<file path="src/rtl/pipelined_cla_adder_pkg.sv">
// rtl/pipelined_cla_adder_pkg.sv - shared parameters and look-ahead helpers for the pipelined CLA adder
package cla_pkg;

  localparam int DEF_WIDTH = 16;
  localparam int DEF_GROUP = 4;
  // Upper bound on group count so the carry helper can use fixed-width vectors
  localparam int MAX_NG    = 64;

  function automatic int num_groups(input int width, input int group);
    return width / group;
  endfunction

  // Second-level carries C[0..ng] from group (P,G), each carry a flat sum of products
  function automatic logic [MAX_NG:0] lookahead_carries(
    input logic [MAX_NG-1:0] grp_p,
    input logic [MAX_NG-1:0] grp_g,
    input logic              c0,
    input int                ng
  );
    logic [MAX_NG:0] c;
    logic            term;
    c    = '0;
    term = 1'b0;
    c[0] = c0;
    for (int k = 0; k < MAX_NG; k++) begin
      if (k < ng) begin
        term = c0;
        for (int m = 0; m <= k; m++) term = term & grp_p[m];
        c[k+1] = term;
        for (int j = 0; j <= k; j++) begin
          term = grp_g[j];
          for (int m = j + 1; m <= k; m++) term = term & grp_p[m];
          c[k+1] = c[k+1] | term;
        end
      end
    end
    return c;
  endfunction

endpackage

</file>
<file path="src/rtl/pipelined_cla_adder_if.sv">
// rtl/pipelined_cla_adder_if.sv - operand/result handshake bundle for the pipelined CLA adder
interface pipelined_cla_adder_if
  import cla_pkg::*;
#(
  parameter int WIDTH = DEF_WIDTH
) ();

  logic             in_valid;
  logic             in_ready;
  logic [WIDTH-1:0] a;
  logic [WIDTH-1:0] b;
  logic             cin;
  logic             sub;
  logic             out_valid;
  logic             out_ready;
  logic [WIDTH-1:0] sum;
  logic             cout;
  logic             ovf;
  logic             zero;

  modport master (
    output in_valid, a, b, cin, sub, out_ready,
    input  in_ready, out_valid, sum, cout, ovf, zero
  );

  modport slave (
    input  in_valid, a, b, cin, sub, out_ready,
    output in_ready, out_valid, sum, cout, ovf, zero
  );

endinterface

</file>
<file path="src/rtl/pipelined_cla_adder_group.sv">
// rtl/pipelined_cla_adder_group.sv - GROUP-bit look-ahead block producing sum bits and group P/G
module cla_group
  import cla_pkg::*;
#(
  parameter int GROUP = DEF_GROUP
) (
  input  logic [GROUP-1:0] i_p,
  input  logic [GROUP-1:0] i_g,
  input  logic             i_ci,
  output logic [GROUP-1:0] o_sum,
  output logic             o_pg,
  output logic             o_gg
);

  logic [GROUP-1:0] w_pp;
  logic [GROUP-1:0] w_gen;
  logic [GROUP-1:0] w_c;
  logic             w_term;

  // Prefix propagate/generate per bit position, then flat carries: c[k+1] = gen[k] | pp[k]&ci
  always_comb begin
    w_pp   = '0;
    w_gen  = '0;
    w_c    = '0;
    w_term = 1'b0;
    for (int k = 0; k < GROUP; k++) begin
      w_term = 1'b1;
      for (int m = 0; m <= k; m++) w_term = w_term & i_p[m];
      w_pp[k] = w_term;
      for (int j = 0; j <= k; j++) begin
        w_term = i_g[j];
        for (int m = j + 1; m <= k; m++) w_term = w_term & i_p[m];
        w_gen[k] = w_gen[k] | w_term;
      end
    end
    w_c[0] = i_ci;
    for (int k = 0; k < GROUP - 1; k++) w_c[k+1] = w_gen[k] | (w_pp[k] & i_ci);
  end

  assign o_sum = i_p ^ w_c;
  assign o_pg  = w_pp[GROUP-1];
  assign o_gg  = w_gen[GROUP-1];

endmodule

</file>
<file path="src/rtl/pipelined_cla_adder.sv">
// rtl/pipelined_cla_adder.sv - two-stage pipelined CLA adder/subtractor with valid/ready on both sides
module pipelined_cla_adder
  import cla_pkg::*;
#(
  parameter int WIDTH = DEF_WIDTH,
  parameter int GROUP = DEF_GROUP
) (
  input logic                  clk,
  input logic                  rst,
  pipelined_cla_adder_if.slave bus
);

  localparam int NG = num_groups(WIDTH, GROUP);

  logic [WIDTH-1:0] w_bm, w_p, w_g;
  logic             w_c0;
  logic [NG-1:0]    w_grp_p, w_grp_g;
  logic [WIDTH-1:0] w_unused_s1_sum;
  logic             w_out_load, w_s1_load, w_accept;

  logic             r_s1_valid;
  logic [WIDTH-1:0] r_p, r_g;
  logic [NG-1:0]    r_grp_p, r_grp_g;
  logic             r_c0, r_a_msb, r_bm_msb;

  logic [NG:0]           w_carry;
  logic [MAX_NG-NG-1:0]  w_unused_pad;
  logic [WIDTH-1:0]      w_sum;
  logic [NG-1:0]         w_unused_s2_p, w_unused_s2_g;

  logic             r_out_valid;
  logic [WIDTH-1:0] r_sum;
  logic             r_cout, r_ovf, r_zero;

  // Subtract is a + ~b + 1 - cin, so the effective carry-in flips with sub
  assign w_bm = bus.sub ? ~bus.b : bus.b;
  assign w_p  = bus.a ^ w_bm;
  assign w_g  = bus.a & w_bm;
  assign w_c0 = bus.cin ^ bus.sub;

  // Both stages shift when the output slot is free or being drained
  assign w_out_load   = !r_out_valid || bus.out_ready;
  assign w_s1_load    = !r_s1_valid || w_out_load;
  assign w_accept     = bus.in_valid && w_s1_load;
  assign bus.in_ready = w_s1_load;

  // Stage-1 groups feed P/G forward; stage-2 groups turn registered p/g plus group carry into sum
  for (genvar k = 0; k < NG; k++) begin : g_grp
    cla_group #(.GROUP(GROUP)) u_s1 (
      .i_p   (w_p[k*GROUP +: GROUP]),
      .i_g   (w_g[k*GROUP +: GROUP]),
      .i_ci  (1'b0),
      .o_sum (w_unused_s1_sum[k*GROUP +: GROUP]),
      .o_pg  (w_grp_p[k]),
      .o_gg  (w_grp_g[k])
    );
    cla_group #(.GROUP(GROUP)) u_s2 (
      .i_p   (r_p[k*GROUP +: GROUP]),
      .i_g   (r_g[k*GROUP +: GROUP]),
      .i_ci  (w_carry[k]),
      .o_sum (w_sum[k*GROUP +: GROUP]),
      .o_pg  (w_unused_s2_p[k]),
      .o_gg  (w_unused_s2_g[k])
    );
  end

  assign {w_unused_pad, w_carry} = lookahead_carries(MAX_NG'(r_grp_p), MAX_NG'(r_grp_g), r_c0, NG);

  // Stage 1: capture per-bit and per-group propagate/generate of an accepted beat
  always_ff @(posedge clk) begin
    if (rst) begin
      r_s1_valid <= 1'b0;
      r_p        <= '0;
      r_g        <= '0;
      r_grp_p    <= '0;
      r_grp_g    <= '0;
      r_c0       <= 1'b0;
      r_a_msb    <= 1'b0;
      r_bm_msb   <= 1'b0;
    end else begin
      if (w_s1_load) r_s1_valid <= bus.in_valid;
      if (w_accept) begin
        r_p      <= w_p;
        r_g      <= w_g;
        r_grp_p  <= w_grp_p;
        r_grp_g  <= w_grp_g;
        r_c0     <= w_c0;
        r_a_msb  <= bus.a[WIDTH-1];
        r_bm_msb <= w_bm[WIDTH-1];
      end
    end
  end

  // Stage 2: register result and flags; everything holds while the consumer stalls
  always_ff @(posedge clk) begin
    if (rst) begin
      r_out_valid <= 1'b0;
      r_sum       <= '0;
      r_cout      <= 1'b0;
      r_ovf       <= 1'b0;
      r_zero      <= 1'b0;
    end else if (w_out_load) begin
      r_out_valid <= r_s1_valid;
      if (r_s1_valid) begin
        r_sum  <= w_sum;
        r_cout <= w_carry[NG];
        r_ovf  <= (r_a_msb == r_bm_msb) && (w_sum[WIDTH-1] != r_a_msb);
        r_zero <= (w_sum == '0);
      end
    end
  end

  assign bus.out_valid = r_out_valid;
  assign bus.sum       = r_sum;
  assign bus.cout      = r_cout;
  assign bus.ovf       = r_ovf;
  assign bus.zero      = r_zero;

endmodule

</file>
<file path="src/flat_wrapper.sv">
// flat-port wrapper written by rule: the top's interface ports become plain ports
module pipelined_cla_adder_flat import cla_pkg::*;
#(
  parameter int WIDTH = DEF_WIDTH,
  parameter int GROUP = DEF_GROUP
)
  (clk, rst, bus_in_valid, bus_a, bus_b, bus_cin, bus_sub, bus_out_ready, bus_in_ready, bus_out_valid, bus_sum, bus_cout, bus_ovf, bus_zero);
  pipelined_cla_adder_if #(.WIDTH(WIDTH)) bus_i ();
  input logic clk;
  input logic rst;
  input wire logic [$bits(bus_i.in_valid)-1:0] bus_in_valid;
  input wire logic [$bits(bus_i.a)-1:0] bus_a;
  input wire logic [$bits(bus_i.b)-1:0] bus_b;
  input wire logic [$bits(bus_i.cin)-1:0] bus_cin;
  input wire logic [$bits(bus_i.sub)-1:0] bus_sub;
  input wire logic [$bits(bus_i.out_ready)-1:0] bus_out_ready;
  output wire logic [$bits(bus_i.in_ready)-1:0] bus_in_ready;
  output wire logic [$bits(bus_i.out_valid)-1:0] bus_out_valid;
  output wire logic [$bits(bus_i.sum)-1:0] bus_sum;
  output wire logic [$bits(bus_i.cout)-1:0] bus_cout;
  output wire logic [$bits(bus_i.ovf)-1:0] bus_ovf;
  output wire logic [$bits(bus_i.zero)-1:0] bus_zero;
  assign bus_i.in_valid = bus_in_valid;
  assign bus_i.a = bus_a;
  assign bus_i.b = bus_b;
  assign bus_i.cin = bus_cin;
  assign bus_i.sub = bus_sub;
  assign bus_i.out_ready = bus_out_ready;
  assign bus_in_ready = bus_i.in_ready;
  assign bus_out_valid = bus_i.out_valid;
  assign bus_sum = bus_i.sum;
  assign bus_cout = bus_i.cout;
  assign bus_ovf = bus_i.ovf;
  assign bus_zero = bus_i.zero;
  pipelined_cla_adder #(.WIDTH(WIDTH), .GROUP(GROUP)) u_core (.clk(clk), .rst(rst), .bus(bus_i));
endmodule
</file>
<file path="config.mk">
export PLATFORM = sky130hd
export DESIGN_NAME = pipelined_cla_adder_flat
export DESIGN_NICKNAME = d
export VERILOG_FILES = /design/src/rtl/pipelined_cla_adder_pkg.sv /design/src/rtl/pipelined_cla_adder_if.sv /design/src/rtl/pipelined_cla_adder_group.sv /design/src/rtl/pipelined_cla_adder.sv /design/src/flat_wrapper.sv
export SDC_FILE = /design/constraint.sdc
export NUM_CORES = 1
export LEC_CHECK = 0
export ABC_AREA = 1
export CAP_MARGIN = 0
export CORE_ASPECT_RATIO = 1.4
export CORE_MARGIN = 2
export CORE_UTILIZATION = 55
export DETAILED_ROUTE_END_ITERATION = 6
export GPL_TIMING_DRIVEN = 0
export PLACE_DENSITY = 0.95
export SLEW_MARGIN = 10
export SYNTH_ARGS = -nofsm -noshare
export SYNTH_HDL_FRONTEND = slang
export SYNTH_SLANG_ARGS = --single-unit
</file>
<file path="constraint.sdc">
create_clock -name clk -period 3.48 [get_ports clk]
set_input_delay 0.522 -clock clk [delete_from_list [all_inputs] [get_ports clk]]
set_output_delay 0.522 -clock clk [all_outputs]
set_load 0.005 [all_outputs]
</file>
### After elaboration in Yosys (flattened, before gate mapping)

Cells that the tools add are included.

* add/subtract/negate cells: 0
* $mul: 0
* div/mod/pow operators: 0
* magnitude comparators: 0
* eq/ne operators: 2
* shift-type cells: 0
* multiplexer cells: 1
* bitwise operators: 132
* reduce and logical (&&, ||, !) cells: 8

Operator list (count)
* 1-bit AND: 78
* 1-bit OR: 46
* 16-bit AND: 1
* 16-bit logical NOT: 1
* 16-bit 2-to-1 mux: 1
* 16-bit NOT: 1
* 16-bit bitwise XOR: 1
* 4-bit bitwise XOR: 4
* 1-bit logical AND: 2
* 1-bit logical NOT: 2
* 1-bit logical OR: 2
* 2-bit AND reduction: 1
* 1-bit equality test: 1
* 1-bit inequality test: 1
* 1-bit bitwise XOR: 1

* register bits after elaboration: 63
* latch bits: 0
* RAM bits: 0
* memory bits (read-only): 0
* logic and storage cells: 156
* memories: 0

### Depth between registers and ports, before layout

* depth after elaboration: 11
* depth in mapped cells: 15

### Modules after synthesis

From an unflattened synthesis, not the netlist that was laid out.

* cells, all modules: 504
* area, all modules: 3693.5 µm²

By module, submodules not included
* pipelined_cla_adder: times used 1, cells each 336, area an instance 2702.6 µm², sequential area each 1281.2 µm²
* cla_group: times used 8, cells each 21, area an instance 123.9 µm², sequential area each 0.0 µm²

### Worst setup path after synthesis

OpenSTA, ideal clock, no wires.

* path type: input port to flip-flop
* start point: input bus_sub
* end point: register u_core.r_grp_g[2]
* arrival time: 1.814 ns
* data required time: 3.352 ns
* path slack: 1.539 ns
* stages: 8
* buffers on the path: 2
* cells stage by stage: buf_2 > buf_2 > xor2_1 > ha_1 > a21oi_1 > a21oi_1 > a211oi_1 > nor2_1

RTL lines
* start: declaration: RTL line flat_wrapper.sv:15 `input wire logic [$bits(bus_i.sub)-1:0] bus_sub;`
* 16-bit 2-to-1 mux (*): RTL line pipelined_cla_adder.sv:36 `assign w_bm = bus.sub ? ~bus.b : bus.b;`
* 16-bit bitwise XOR (*): RTL line pipelined_cla_adder.sv:37 `assign w_p = bus.a ^ w_bm;`
* net u_core.g_grp[2].u_s1.i_p[2]: RTL line pipelined_cla_adder_group.sv:7 `input logic [GROUP-1:0] i_p,`
* 1-bit AND (2 in series): RTL line pipelined_cla_adder_group.sv:32 `for (int m = j + 1; m <= k; m++) w_term = w_term & i_p[m];`
* 1-bit OR (*) (3 in series): RTL line pipelined_cla_adder_group.sv:33 `w_gen[k] = w_gen[k] | w_term;`
* end signal: assignment: RTL line pipelined_cla_adder.sv:86 `r_grp_g <= w_grp_g;`
* end: declaration: RTL line pipelined_cla_adder.sv:23 `logic [NG-1:0] r_grp_p, r_grp_g;`

The timed path passes the listed nets; every way through them passes the cells marked *.
A chain may end at the register's enable or synchronous reset.

### Worst setup path in the final report

* start point: input bus_out_ready
* end point: output bus_in_ready

* longest elaborated chain between the ends: 2

RTL lines
* start: declaration: RTL line flat_wrapper.sv:16 `input wire logic [$bits(bus_i.out_ready)-1:0] bus_out_ready;`
* 1-bit logical OR: RTL line pipelined_cla_adder.sv:42 `assign w_out_load = !r_out_valid || bus.out_ready;`
* 1-bit logical OR: RTL line pipelined_cla_adder.sv:43 `assign w_s1_load = !r_s1_valid || w_out_load;`
* end: declaration: RTL line flat_wrapper.sv:17 `output wire logic [$bits(bus_i.in_ready)-1:0] bus_in_ready;`

Every way passes these cells.

==> impl_metrics.json <==
{
  "outcome": "finished, final reports clean",
  "hp-start": "u_core.r_g[2]",
  "cts.hold.buffers_added": 0,
  "grt_use_met2": 0.5278,
  "start_util": 0.5668,
  "port-buffer-count": 57,
  "drive_gt1_frac": 0.07879,
  "finalWirelength_um": 8581,
  "yosys.area.top_type_share": 0.3863,
  "leakage_nw": 1.787,
  "drt_iter0_drc": 243,
  "place_congestion": 0.8997,
  "hpwl_um": 6217,
  "cap_violations": 0,
  "pwr-share-seq": 0.437,
  "crit_fanout": 3,
  "row_count": 32,
  "seq_area_frac_synth": 0.3863,
  "syn_area_per_cell_um2": 7.333,
  "use_met3": 0.05711,
  "crit_start": "bus_out_ready",
  "n_antenna_cell": 0,
  "max_freq_mhz": 462.9,
  "final_hold_viol_count": 0,
  "startpoint_type": "primary input",
  "power_density_nw_per_um2": 451.9,
  "core-area_um2": 5485,
  "met1_usage": 0.3048,
  "grt_start_max_net_pins": 11,
  "synthesis.instances": 424,
  "synth-seq-cells": 60,
  "nets": 550,
  "die_x_um": 67.55,
  "finalPower_mw": 1.787,
  "synth_area_um2": 3109,
  "timing.hold.ws_ns": 0.4782,
  "p_sw_mw": 0.5171,
  "grt-ovfl-total": 0,
  "r2r-start": "u_core.r_c0",
  "die_h_um": 92.96,
  "synthTopCellsByArea": "dfxtp_1 (39%), nor2_1 (8.6%), nand2_1 (8.1%)",
  "ir_drop_uv": 434.1,
  "arrival_ns": 1.64,
  "period_needed_ns": 2.160,
  "cts_buffer_depth": 2,
  "cts_max_level": 3,
  "maxSlewHeadroom": 0.5626,
  "die_area_um2": 6279,
  "post_cts_buffers": 0,
  "synth_warnings": 0,
  "ios": 59,
  "cts_buffers": 9,
  "antenna_found_initial": 0,
  "fin_skew_ns": 0.004327,
  "holdCritPathClass": "flop to flop",
  "postRouteAntennaNets": 0,
  "fin_crit_sh": 0.6208,
  "clock-root-buffer": "clkbuf_8",
  "synth_largest_area_cell": "dfxtp_1",
  "clock-sinks": 60,
  "p_int_mw": 1.270,
  "ys_types": 28,
  "crit_required_ns": 2.96,
  "crit_type": "primary input to primary output",
  "grt_pass1_vias": 3186,
  "rsz0062_at_grt": "false",
  "layout_common_cells": "nor2_1 (71), nand2_1 (67), dfxtp_1 (60), clkdlybuf4s50_1 (57), o21ai_0 (40)",
  "slew_violations": 0,
  "synth_nets": 482,
  "setup_tns_ns": 0,
  "cts_resized": 0,
  "pwr-share-comb": 0.213,
  "clock_latency_ns": 0.35,
  "critPathCaptureType": "primary output",
  "setup_viol": 0,
  "grt_usage": 0.2972,
  "num_vias": 3194,
  "area_growth_pct": 27.20,
  "final_common_cell": "nor2_1",
  "swShare": 0.2893,
  "wire_per_inst_um": 15.24,
  "path_clk_slew_ns": 0.06,
  "via_per_inst": 5.673,
  "tightest_slew_ns": 0.6561,
  "drc_errors": 0,
  "power_frac_clock": 0.350,
  "cts_tree": "built",
  "grt_pass1_wl_um": 13960,
  "drtPass1Iterations": 5,
  "busiest_layer": "met2"
}
==> cell type report <==
type / count / area [µm²]
inverters: 39 / 146.4
plain buffers: 19 / 86.33
repair buffers: 57 / 570.5
well taps: 68 / 85.08
multi-input cells: 306 / 1675
clock inverters: 2 / 35.03
clock buffers: 12 / 155.1
flip-flops and latches: 60 / 1201
fillers: 383 / 1530
==> power groups by stage <==
stage | combinational, mW | clock (mW) | sequential, mW
2_1_floorplan | 0.220 | 0 | 0.786
5_1_grt | 0.420 | 0.646 | 0.786
4_1_cts | 0.372 | 0.616 | 0.780
3_5_place_dp | 0.363 | 0 | 0.794
6_report | 0.380 | 0.626 | 0.782
3_3_place_gp | 0.349 | 0 | 0.790
==> per-stage QoR <==
stage / worst slack, ns / cells / utilization / instance area (µm²)
after floorplan: 1.539 / 424 / - / 3109
after global placement: 1.327 / 549 / 0.6864 / 3765
after detailed placement: 1.272 / 549 / 0.6864 / 3765
after CTS: 1.321 / 563 / 0.7210 / 3955
after global routing: 1.221 / 563 / 0.7210 / 3955
final: 1.320 / 563 / 0.7210 / 3955
==> cell usage after synthesis <==
master    instances
nand2_4           2
xor2_1           18
a21oi_2           2
nand3_1          18
nor2_1           71
a31oi_1           3
nor2_4            1
nand3b_1          3
o21ai_2           1
nand2_2           3
clkbuf_1          8
dfxtp_1          60
inv_1            37
o211ai_1          3
o21bai_1          3
nor2_2            1
nor3_2            1
a21oi_1          37
nand3_2           3
buf_1             1
ha_1             20
nand2_1          67
buf_2             9
inv_2             2
o21ai_0          40
a211oi_1          5
buf_4             1
nand4_1           4
==> layer usage <==
layer  part of all wire  wire length (µm)
met5                  0                 0
met4              0.043               371
met3              0.064               545
met2               0.53              4540
met1               0.36              3123
==> logic make-up after synthesis <==
kind of cell               Yosys count  synth area share
and+or+nand+nor                    174            0.2427
AOI/OAI and AO/OA                   94            0.1650
DFF                                 60            0.3863
buffers and inverters               58           0.07485
adders and majority gates           20           0.08048
xor gates and xnor gates            18           0.05070
==> worst paths after layout <==
check	end	slack [ns]	cells past startpoint
min reg2reg	u_core.r_g[2]	0.48	2
max reg2reg	u_core.bus.zero	1.42	14
max	bus_in_ready	1.32	4
min	u_core.r_g[2]	0.48	2
==> registers in the layout, summed over array words and instances (netlist names) <==
name	flops
u_core.bus.sum	16
u_core.r_p	16
u_core.r_g	12
u_core.r_grp_g	4
u_core.r_grp_p	4
u_core.bus.cout	1
u_core.bus.out_valid	1
u_core.bus.ovf	1
u_core.bus.zero	1
u_core.r_a_msb	1
u_core.r_bm_msb	1
u_core.r_c0	1
u_core.r_s1_valid	1
==> critical path: stages <==
cell,delay [ns]
clkdlybuf4s50_1,0.46
inv_1,0.06
nand3_2,0.09
clkdlybuf4s50_1,0.51
Note: power is estimated with default switching activity, not from simulation.
